===== config.mk =====
export PLATFORM = sky130hd
export DESIGN_NAME = req_serializer
export DESIGN_NICKNAME = d
export VERILOG_FILES = /design/src/rtl/req_serializer_pkg.sv /design/src/rtl/req_serializer_lowest_index_enc.sv /design/src/rtl/req_serializer.sv
export SDC_FILE = /design/constraint.sdc
export NUM_CORES = 1
export LEC_CHECK = 0
export ABC_AREA = 1
export BUFFER_PORTS_ARGS = -buffer_cell sky130_fd_sc_hd__buf_2
export CAP_MARGIN = 20
export CORE_MARGIN = 4
export CORE_UTILIZATION = 48
export CTS_CLUSTER_DIAMETER = 50
export DETAILED_ROUTE_END_ITERATION = 6
export GPL_TIMING_DRIVEN = 0
export HOLD_SLACK_MARGIN = 0.1
export PLACE_DENSITY_LB_ADDON = 0.1
export SYNTH_ARGS = -nofsm -noshare
export SYNTH_HDL_FRONTEND = slang
export SYNTH_SLANG_ARGS = --single-unit

===== constraint.sdc =====
create_clock -name clk -period 1.9 [get_ports clk]
set_input_delay 0.285 -clock clk [delete_from_list [all_inputs] [get_ports clk]]
set_output_delay 0.285 -clock clk [all_outputs]
set_load 0.03 [all_outputs]

===== src/rtl/req_serializer_pkg.sv =====
// Shared types and constants for req_serializer.
package req_serializer_pkg;

  typedef enum logic [0:0] {ST_IDLE, ST_OFFER} state_e;

  localparam int unsigned DEFAULT_N_REQ = 8;

  // Keeps the code width at least one bit for degenerate sizes.
  function automatic int unsigned code_w(input int unsigned n);
    return (n <= 1) ? 1 : $clog2(n);
  endfunction

endpackage


===== src/rtl/req_serializer_lowest_index_enc.sv =====
// Combinational priority encoder: lowest set index wins, plus an any-set flag.
module lowest_index_enc
  import req_serializer_pkg::*;
#(
  parameter int unsigned N_REQ  = DEFAULT_N_REQ,
  parameter int unsigned CODE_W = code_w(N_REQ)
) (
  input  logic [N_REQ-1:0]  vec,
  output logic [CODE_W-1:0] code,
  output logic              any
);

  always_comb begin
    code = '0;
    // Scan downward so the lowest set index is written last.
    for (int i = N_REQ - 1; i >= 0; i--) begin
      if (vec[i]) code = CODE_W'(i);
    end
  end

  assign any = |vec;

endmodule


===== src/rtl/req_serializer.sv =====
// Serializes a vector of request events into a valid/ready stream of indices.
// Optional LEVEL_MODE_EN: requests are level-sensitive and lost is tied low.
module req_serializer
  import req_serializer_pkg::*;
#(
  parameter int unsigned N_REQ = DEFAULT_N_REQ,
  localparam int unsigned CODE_W = code_w(N_REQ)
) (
  input  logic              clk,
  input  logic              rst,
  input  logic [N_REQ-1:0]  req,
  output logic              out_valid,
  input  logic              out_ready,
  output logic [CODE_W-1:0] out_code,
  output logic [N_REQ-1:0]  pending,
  output logic              lost
);

  state_e             state_q, state_d;
  logic [N_REQ-1:0]   pending_q, pending_d, pending_kept;
  logic [N_REQ-1:0]   rise, clr;
  logic [CODE_W-1:0]  code_q, code_d, enc_code;
  logic               enc_any, accept;

`ifdef LEVEL_MODE_EN
  assign rise = req;
  assign lost = 1'b0;
`else
  logic [N_REQ-1:0] req_q;
  logic             armed_q;
  logic             lost_q;

  // armed_q masks the first cycle after reset so a line held high is not an event.
  assign rise = armed_q ? (req & ~req_q) : '0;

  always_ff @(posedge clk) begin
    if (rst) begin
      req_q   <= '0;
      armed_q <= 1'b0;
      lost_q  <= 1'b0;
    end else begin
      req_q   <= req;
      armed_q <= 1'b1;
      lost_q  <= |(rise & pending_q & ~clr);
    end
  end

  assign lost = lost_q;
`endif

  assign accept = (state_q == ST_OFFER) && out_ready;

  always_comb begin
    clr = '0;
    if (accept) clr[code_q] = 1'b1;
  end

  assign pending_kept = pending_q & ~clr;
  // A set landing on the bit being cleared wins.
  assign pending_d    = pending_kept | rise;

  lowest_index_enc #(
    .N_REQ  (N_REQ),
    .CODE_W (CODE_W)
  ) u_enc (
    .vec  (pending_kept),
    .code (enc_code),
    .any  (enc_any)
  );

  // State register.
  always_ff @(posedge clk) begin
    if (rst) state_q <= ST_IDLE;
    else     state_q <= state_d;
  end

  // Next-state and code selection.
  always_comb begin
    state_d = state_q;
    code_d  = code_q;
    unique case (state_q)
      ST_IDLE: begin
        if (enc_any) begin
          code_d  = enc_code;
          state_d = ST_OFFER;
        end
      end
      ST_OFFER: begin
        if (accept) begin
          if (enc_any) code_d = enc_code;
          else         state_d = ST_IDLE;
        end
      end
      default: state_d = ST_IDLE;
    endcase
  end

  // Outputs.
  always_comb begin
    out_valid = (state_q == ST_OFFER);
    out_code  = code_q;
    pending   = pending_q;
  end

  always_ff @(posedge clk) begin
    if (rst) begin
      pending_q <= '0;
      code_q    <= '0;
    end else begin
      pending_q <= pending_d;
      code_q    <= code_d;
    end
  end

endmodule

# [Yosys cells after proc, flatten, opt, wreduce, memory -nomap -nowiden]
# Cells that the tools add are included.
[word_totals] out_inout_bits=13 inputBits=11 wordCells=40 register_bits=22
[op_classes] n_reduce_logical=4 n_mux=19 n_eq_ne=1 bitwise_logic=8 order_cmp=2
[ops] cell="$and A8 B8 Y8" count=4
[ops] cell="$mux W3" count=10
[ops] cell="$mux W8" count=2
[ops] cell="$not A8 Y8" count=2
[ops] cell="$reduce_or A8 Y1" count=2
[ops] cell="$or A8 B8 Y8" count=1
[ops] cell="$pmux W3 S2" count=1
[ops] cell="$lt A3 B4 Y1 const B" count=1
[ops] cell="$mux W1" count=4
[ops] cell="$demux W1 S3" count=1
[ops] cell="$ge A3 B1 Y1 const B" count=1
[ops] cell="$logic_and A1 B1 Y1" count=2
[ops] cell="$ne A2 B1 Y1 const B" count=1
[ops] cell="$pmux W1 S2" count=1
[ops] cell="$not A1 Y1" count=1

# [Depth between registers and ports, before layout]
# Gate-level depths: netlist of run 1.
[logic_depth] word_depth=18 depth_mapped=12 depth_no_buf=12

# [Hierarchy]
# Synthesis of run 1 repeated with hierarchy kept, for this count alone.
[hier_totals] cells_unflattened=163 area_unflattened_um2=1049.8
[modules_own_cells] module="req_serializer" n_inst=1 cells_per_inst=141 seq_area_each_um2=440.4 area_each_um2=950.9
[modules_own_cells] module="lowest_index_enc" n_inst=1 cells_per_inst=22 seq_area_each_um2=0.0 area_each_um2=98.8

# [Worst setup path before layout of run 1]
# Ideal clock, no wire load.
[synth_path] kind="reg2reg" from="reg state_q, in the netlist out_valid" to="reg code_q[1], in the netlist out_code[1]" required_time_ps=1769 path_stages_with_launch=12 n_path_buf=0 slack_ps=360 t_arrival_ps=1410 period_less_slack_ps=1540 setup_time_ps=131 path_cell_list="dfxtp_1 > nand2_1 > nor2_4 > nand2_1 > nand2_2 > nand2_2 > nor2_4 > nand2_4 > nand2_4 > inv_2 > nand2_1 > a21oi_2"
[synth_via] elab_chain_len=15 elab_cells_between_ends=18 classes_between="1 x eq/ne; 12 x mux; 3 x bitwise; 2 x reduce/logical"
[synth_lines] item="from (decl)" line="req_serializer.sv:19" text="state_e state_q, state_d;"
[synth_lines] item="from (signal assigned)" line="req_serializer.sv:74" text="else state_q <= state_d;"
[synth_lines] item="$logic_and A1 B1 Y1" line="req_serializer.sv:51" text="assign accept = (state_q == ST_OFFER) && out_ready;"
[synth_lines] item="$mux W8" line="req_serializer.sv:55" text="if (accept) clr[code_q] = 1'b1;"
[synth_lines] item="$not A8 Y8" line="req_serializer.sv:58" text="assign pending_kept = pending_q & ~clr;"
[synth_lines] item="$and A8 B8 Y8" line="req_serializer.sv:58"
[synth_lines] item="$mux W3 (8 in a row)" line="req_serializer_lowest_index_enc.sv:17" text="if (vec[i]) code = CODE_W'(i);"
[synth_lines] item="$mux W3" line="req_serializer.sv:83, req_serializer.sv:90"
[synth_lines] item="$mux W3" line="req_serializer.sv:89" text="if (accept) begin"
[synth_lines] item="$pmux W3 S2" line="req_serializer.sv:81" text="unique case (state_q)"
[synth_lines] item="to (signal assigned)" line="req_serializer.sv:111" text="code_q <= code_d;"
[synth_lines] item="to (decl)" line="req_serializer.sv:22" text="logic [CODE_W-1:0] code_q, code_d, enc_code;"
# Parallel ways exist; a longest one is shown, timed or not. The select of a mux whose other input is x is not followed.
# A chain may end at the register's enable or synchronous reset.

# [Final worst setup path of run 1]
# Same ends and word-level chain as after synthesis.

==> run_results.csv, run 1 <==
group,metric,value,unit
worst_setup_path,critPathKind,"reg2reg",
clock_tree,clkLatencyLatePin,0.30,ns
sta,hold_slack,0.184,ns
die,core_area,1980,um^2
clock_tree,htree_levels,1,
global_route,gr-total-overflow,0,
synthesis,synth_cells,139,
synthesis,synthDistinctLibCells,20,
sta,finalMaxSlewViolations,0,
run_status,status,"completed",
worst_setup_path,start_kind,"flop",
synthesis,synth_area,1010,um^2
route,first_pass_iters,4,
place,hpwlAfterDp,1560,um
worst_setup_path,critPathCaptureType,"flop",
clock_tree,cts_tree,"done",
clock_tree,cts_setup_buffers,0,
route,viasPerCell,4.54,
clock_tree,post_cts_resized,0,
clock_tree,cts_sinks,22,
layout,drive_above_1_share,28.7,%
route,dr.first_iter.drc_count,11,
layout,syn_to_final_growth,16.5,%
pwr,p_leak,0.598,nW
die,die-area,2900,um^2
clock_tree,holdBufCountCts,0,
route,drt-total-wl,1950,um
worst_setup_path,required,2.09,ns
global_route,antenna_found_initial,0,
pwr,irDropWorstVdd,0.441,mV
clock_tree,cts_buffer_depth,2,
layout,fillers,193,
sta,fin_setup_tns,0,ns
sta,max_freq,683,MHz
die,die_w,53.8,um
layout,antenna_cells,0,
die,rows,16,
sta,finalHoldViolations,0,
clock_tree,clkSlewWorstSetupHoldPaths,0.11,ns
synthesis,ys_seq_area_share,43.7,%
worst_setup_path,arrival,1.65,ns
synthesis,ys_warn_count,0,
global_route,grt_pass1_wl,3300,um
die,initial_utilization,50.9,%
place,port-buffer-count,22,
global_route,grt_usage,15.8,%
hold_path,min_path_type,"in2reg",
synthesis,syn-mean-instance-area,7.26,um^2
global_route,grt_pass1_vias,787,
sta,clock_skew,0.00168,ns
synthesis,ys_ff_latch,22,
sta,rsz0062_at_grt,"no",
place,gp_congestion,0.830,
sta,tightest_slew,0.469,ns
pwr,power_per_cell_area,842,nW/um^2
sta,setup_violations,0,
synthesis,synth.net_count,150,
place,dp.cells,188,
job,maxCapViolCount,0,
sta,timing.final.crit_share,77.0,%
worst_setup_path,worst-path-max-fanout,4,
layout,fin_cells,191,
route,wire_per_inst,10.2,um
sta,min_period,1.46,ns
route,ant_nets,0,
clock_tree,root_buffer,"clkbuf_4",
die,io_pins,24,
sta,slew_headroom,68.8,%
die,fp.dieH,53.8,um
route,num_vias,868,
global_route,grt_max_degree,12,
clock_tree,cts-buffers-inserted,3,
layout,finalNetCount,177,
route,drc_errors,0,
==> placed cells by master (no fill, tap or decap), drive strengths merged <==
master and count:
nor3 2, nand3b 1, inv 21, a21oi 10, nand3 2, a31oi 1, o21ai 3, dfxtp 22
clkbuf 5, buf 22, o22ai 2, nor2 30, nand2 43
==> layout make-up <==
class	instances	area [um^2]	share of cell area (%)
Multi-Input combinational cell	94	482	41.0
Sequential cell	22	440	37.5
Timing Repair Buffer	22	110	9.37
Inverter	21	78.8	6.71
Tap cell	27	33.8	2.88
Clock buffer	3	22.5	1.92
Buffer	2	7.51	0.639
==> logic make-up (layout without fill, tap and decap cells) <==
| group | count (synthesis) | in the layout | share of synthesized area, % |
|---|---|---|---|
| buf+inv | 23 | 48 | 8.56 |
| flops | 22 | 22 | 43.7 |
| compound gates | 16 | 16 | 9.06 |
| simple gates | 78 | 78 | 38.7 |
==> sequential cells by signal, summed over array words and instances, names as in the netlist <==
name       flops
out_code       3
out_valid      1
lost           1
req_q          8
pending        8
armed_q        1
==> power by group <==
| group | switching [W] | leakage, nW | total, W | internal, W |
|---|---|---|---|---|
| registers | 0.0000267 | 0.182 | 0.000523 | 0.000496 |
| clock network | 0.000133 | 0.0138 | 0.000207 | 0.0000740 |
| logic | 0.000172 | 0.402 | 0.000259 | 0.0000866 |
==> metrics by stage <==
stage | util, % | setup slack (ns) | instance area (um^2) | power [W]
after detailed placement | 58.1 | 0.439 | 1150 | 0.000795
after CTS | 59.3 | 0.433 | 1170 | 0.00100
after floorplan | - | 0.360 | 1010 | 0.000731
after global routing | 59.3 | 0.306 | 1170 | 0.00106
final | 59.3 | 0.437 | 1170 | 0.000989
after global placement | 58.1 | 0.463 | 1150 | 0.000790
==> path summary, 6_finish.rpt <==
| path | startpoint | to | slack [ns] | cells after the start |
|---|---|---|---|---|
| worst max-delay path | out_valid | out_code[1] | 0.44 | 11 |
| worst min-delay path | req[6] | req_q[6] | 0.18 | 3 |
| worst max register to register | out_valid | out_code[1] | 0.44 | 11 |
| worst min register to register | req_q[6] | pending[6] | 0.52 | 3 |
==> synth_stat cells <==
master / n / share of area [%]
nand2_1: 30 / 11
nor2_1: 27 / 10
dfxtp_1: 22 / 44
inv_1: 18 / 6.7
nand2_2: 9 / 5.6
a21oi_1: 8 / 4.0
nand2_4: 4 / 4.5
inv_2: 3 / 1.1
a21oi_2: 2 / 1.7
clkbuf_1: 2 / 0.74
nor2_4: 2 / 2.2
nor3_1: 2 / 0.99
o21ai_0: 2 / 0.99
o22ai_1: 2 / 1.2
a31oi_1: 1 / 0.62
nand3_1: 1 / 0.50
nand3_2: 1 / 0.99
nand3b_1: 1 / 0.74
nor2_8: 1 / 2.0
o21ai_1: 1 / 0.50
==> worst max-delay path: stages (launching register included) <==
cell	delay, ns
dfxtp_1	0.40
nand2_1	0.11
nor2_4	0.15
nand2_1	0.08
nand2_2	0.09
nand2_2	0.08
nor2_4	0.15
nand2_4	0.07
nand2_4	0.07
inv_2	0.04
nand2_1	0.07
a21oi_2	0.05
==> metal layers <==
| layer | vias up | part of all wire [%] | global-route usage, % |
|---|---|---|---|
| met3 | 4 | 5.5 | 4.71 |
| met1 | 370 | 45 | 18.4 |
| met5 | - | 0 | 0 |
| li1 | 476 | - | - |
| met4 | 0 | 1.4 | 5.53 |
| met2 | 18 | 48 | 27.2 |
Power figures use the tool's default switching activity.
==> inputs of run 2 (changes only) <==
==> constraint.sdc (replaced) <==
create_clock -name clk -period 1.5 [get_ports clk]
set_input_delay 0.225 -clock clk [delete_from_list [all_inputs] [get_ports clk]]
set_output_delay 0.225 -clock clk [all_outputs]
set_load 0.03 [all_outputs]
==> run 2 against run 1 <==
Effect of this change:
- worst setup slack worse by 0.42 ns
- clock-buffer cell count stayed put
- hold slack worse by 0.077 ns
- clock skew is 0.020 ns higher
- global-route usage is 0.12 points higher
- register-to-register slack worse by 0.42 ns
- clock power is 120% higher
- via count is 5.9% higher
- sequential cell count stayed put
- first-iteration DRC count is 82% lower
- sequential power is 28% higher
==> run_results.csv, run 2 (synthesis results as in run 1) <==
group,metric,value,unit
layout,multi_input_area,507,um^2
hold_path,min_to,"req_q[2]",
layout,final_common_cell,"nor2_1",
route,viasPerCell,4.64,
place,gp_congestion,0.757,
place,dp.cells,188,
route,num_vias,919,
layout,fillers,194,
die,core_area,1980,um^2
clock_tree,root_buffer,"clkbuf_4",
worst_setup_path,worst-path-max-fanout,4,
hold_path,min_path_type,"in2reg",
layout,layout_common_cells,"nor2_1, nand2_1, buf_2",
hold_path,hp-start,"req[2]",
worst_setup_path,critPathCaptureType,"flop",
die,die-area,2900,um^2
sta,clock_skew,0.0220,ns
pwr,irDropWorstVdd,0.857,mV
pwr,p_leak,0.645,nW
layout,finalNetCount,183,
worst_setup_path,reg2reg_to,"out_code[1]",
job,maxCapViolCount,0,
clock_tree,cts_sinks,22,
clock_tree,clkSlewWorstSetupHoldPaths,0.14,ns
sta,hold_slack,0.106,ns
worst_setup_path,critPathKind,"reg2reg",
global_route,gr-total-overflow,0,
worst_setup_path,arrival,1.70,ns
worst_setup_path,reg2reg_from,"out_valid",
die,fp.dieH,53.8,um
sta,finalMaxSlewViolations,0,
die,rows,16,
sta,tightest_slew,0.484,ns
hold_path,hold_depth,3,
global_route,grt_pass1_vias,816,
sta,slew_headroom,67.7,%
place,port-buffer-count,22,
sta,setup_violations,0,
global_route,grt_pass1_wl,3320,um
route,dr.first_iter.drc_count,2,
global_route,antenna_found_initial,0,
clock_tree,cts_buffer_depth,2,
worst_setup_path,start_kind,"flop",
worst_setup_path,rrSetupSlack,0.02,ns
layout,fin_cells,198,
layout,syn_to_final_growth,28.2,%
global_route,grt_usage,15.9,%
clock_tree,clkLatencyLatePin,0.32,ns
sta,min_period,1.48,ns
sta,timing.final.crit_share,98.6,%
clock_tree,htree_levels,1,
worst_setup_path,worst_r2r_path_depth,10,
place,hpwlAfterDp,1520,um
sta,max_freq,676,MHz
clock_tree,cts-buffers-inserted,3,
route,drc_errors,0,
global_route,grt_max_degree,14,
die,die_w,53.8,um
clock_tree,cts_tree,"done",
route,ant_nets,0,
route,wire_per_inst,10.6,um
layout,fin_area,1290,um^2
die,initial_utilization,50.9,%
sta,fin_setup_tns,0,ns
layout,regArea,453,um^2
layout,drive_above_1_share,37.4,%
sta,finalHoldViolations,0,
pwr,power_per_cell_area,1150,nW/um^2
place,post_dp_cell_area,1160,um^2
route,drt-total-wl,2100,um
layout,antenna_cells,0,
route,first_pass_iters,4,
run_status,status,"completed",
worst_setup_path,required,1.72,ns
layout,final_util,65.2,%
die,io_pins,24,
run 2: changes by cell type in the layout (fill, tap and decap cells not counted), moves of 3 or more:
cell / delta
buf_4: +4
dfxtp_1: -4
dfxtp_4: +3
nand2_1: -6
nand2_2: +5
run 2: area by class of cell:
cell class	count	share of cell area (%)
buffer	2	0.581
tap	27	2.61
sequential	22	35.0
multi-input combinational	94	39.2
inverter	21	6.10
clock buffer	3	1.74
timing repair buffer	28	12.4
clock inverter	1	2.32
run 2: timing repair:
action	CTS	global route
endpoints found under the setup margin	0	3
endpoints found under the hold margin	0	2
resized for setup	0	13
buffers inserted	0	4
hold buffers	0	2
run 2: per-layer routing:
metal / wire length, um / global-route usage (%)
met3: 96 / 3.05
met4: 10 / 7.23
met5: 0 / 0
met1: 963 / 18.4
met2: 1030 / 28.0
run 2: power by group:
part | internal [W] | switching (W)
Sequential | 0.000633 | 0.0000357
Combinational | 0.000125 | 0.000234
Clock | 0.000270 | 0.000186
Total | 0.00103 | 0.000455
run 2: worst max path at each step:
| stage | startpoint | to | slack (ns) | cells past startpoint |
|---|---|---|---|---|
| floorplan | out_code[2] | out_code[1] | 0.003 | 11 |
| global placement | out_code[2] | out_code[1] | 0.12 | 11 |
| detailed placement | out_code[2] | out_code[1] | 0.09 | 11 |
| CTS | out_code[2] | out_code[1] | 0.04 | 11 |
| global route | out_valid | out_code[0] | -0.01 | 12 |
| finish | out_valid | out_code[1] | 0.02 | 10 |
run 2: metrics by stage:
step / setup slack [ns] / total power, W
finish: 0.0215 / 0.00148
global route: -0.0110 / 0.00156
CTS: 0.0435 / 0.00146
detailed placement: 0.0899 / 0.00101
global placement: 0.117 / 0.00100
floorplan: 0.00296 / 0.000928
run 2: critical path, stage by stage, from the launching register on:
cell,delay (ns)
dfxtp_2,0.38
nand2_2,0.07
nor2_4,0.18
nand2_2,0.08
nand2_2,0.11
nand2_2,0.07
nor2_4,0.14
nand2_4,0.07
nand2_4,0.07
nand2_1,0.08
a21oi_2,0.16
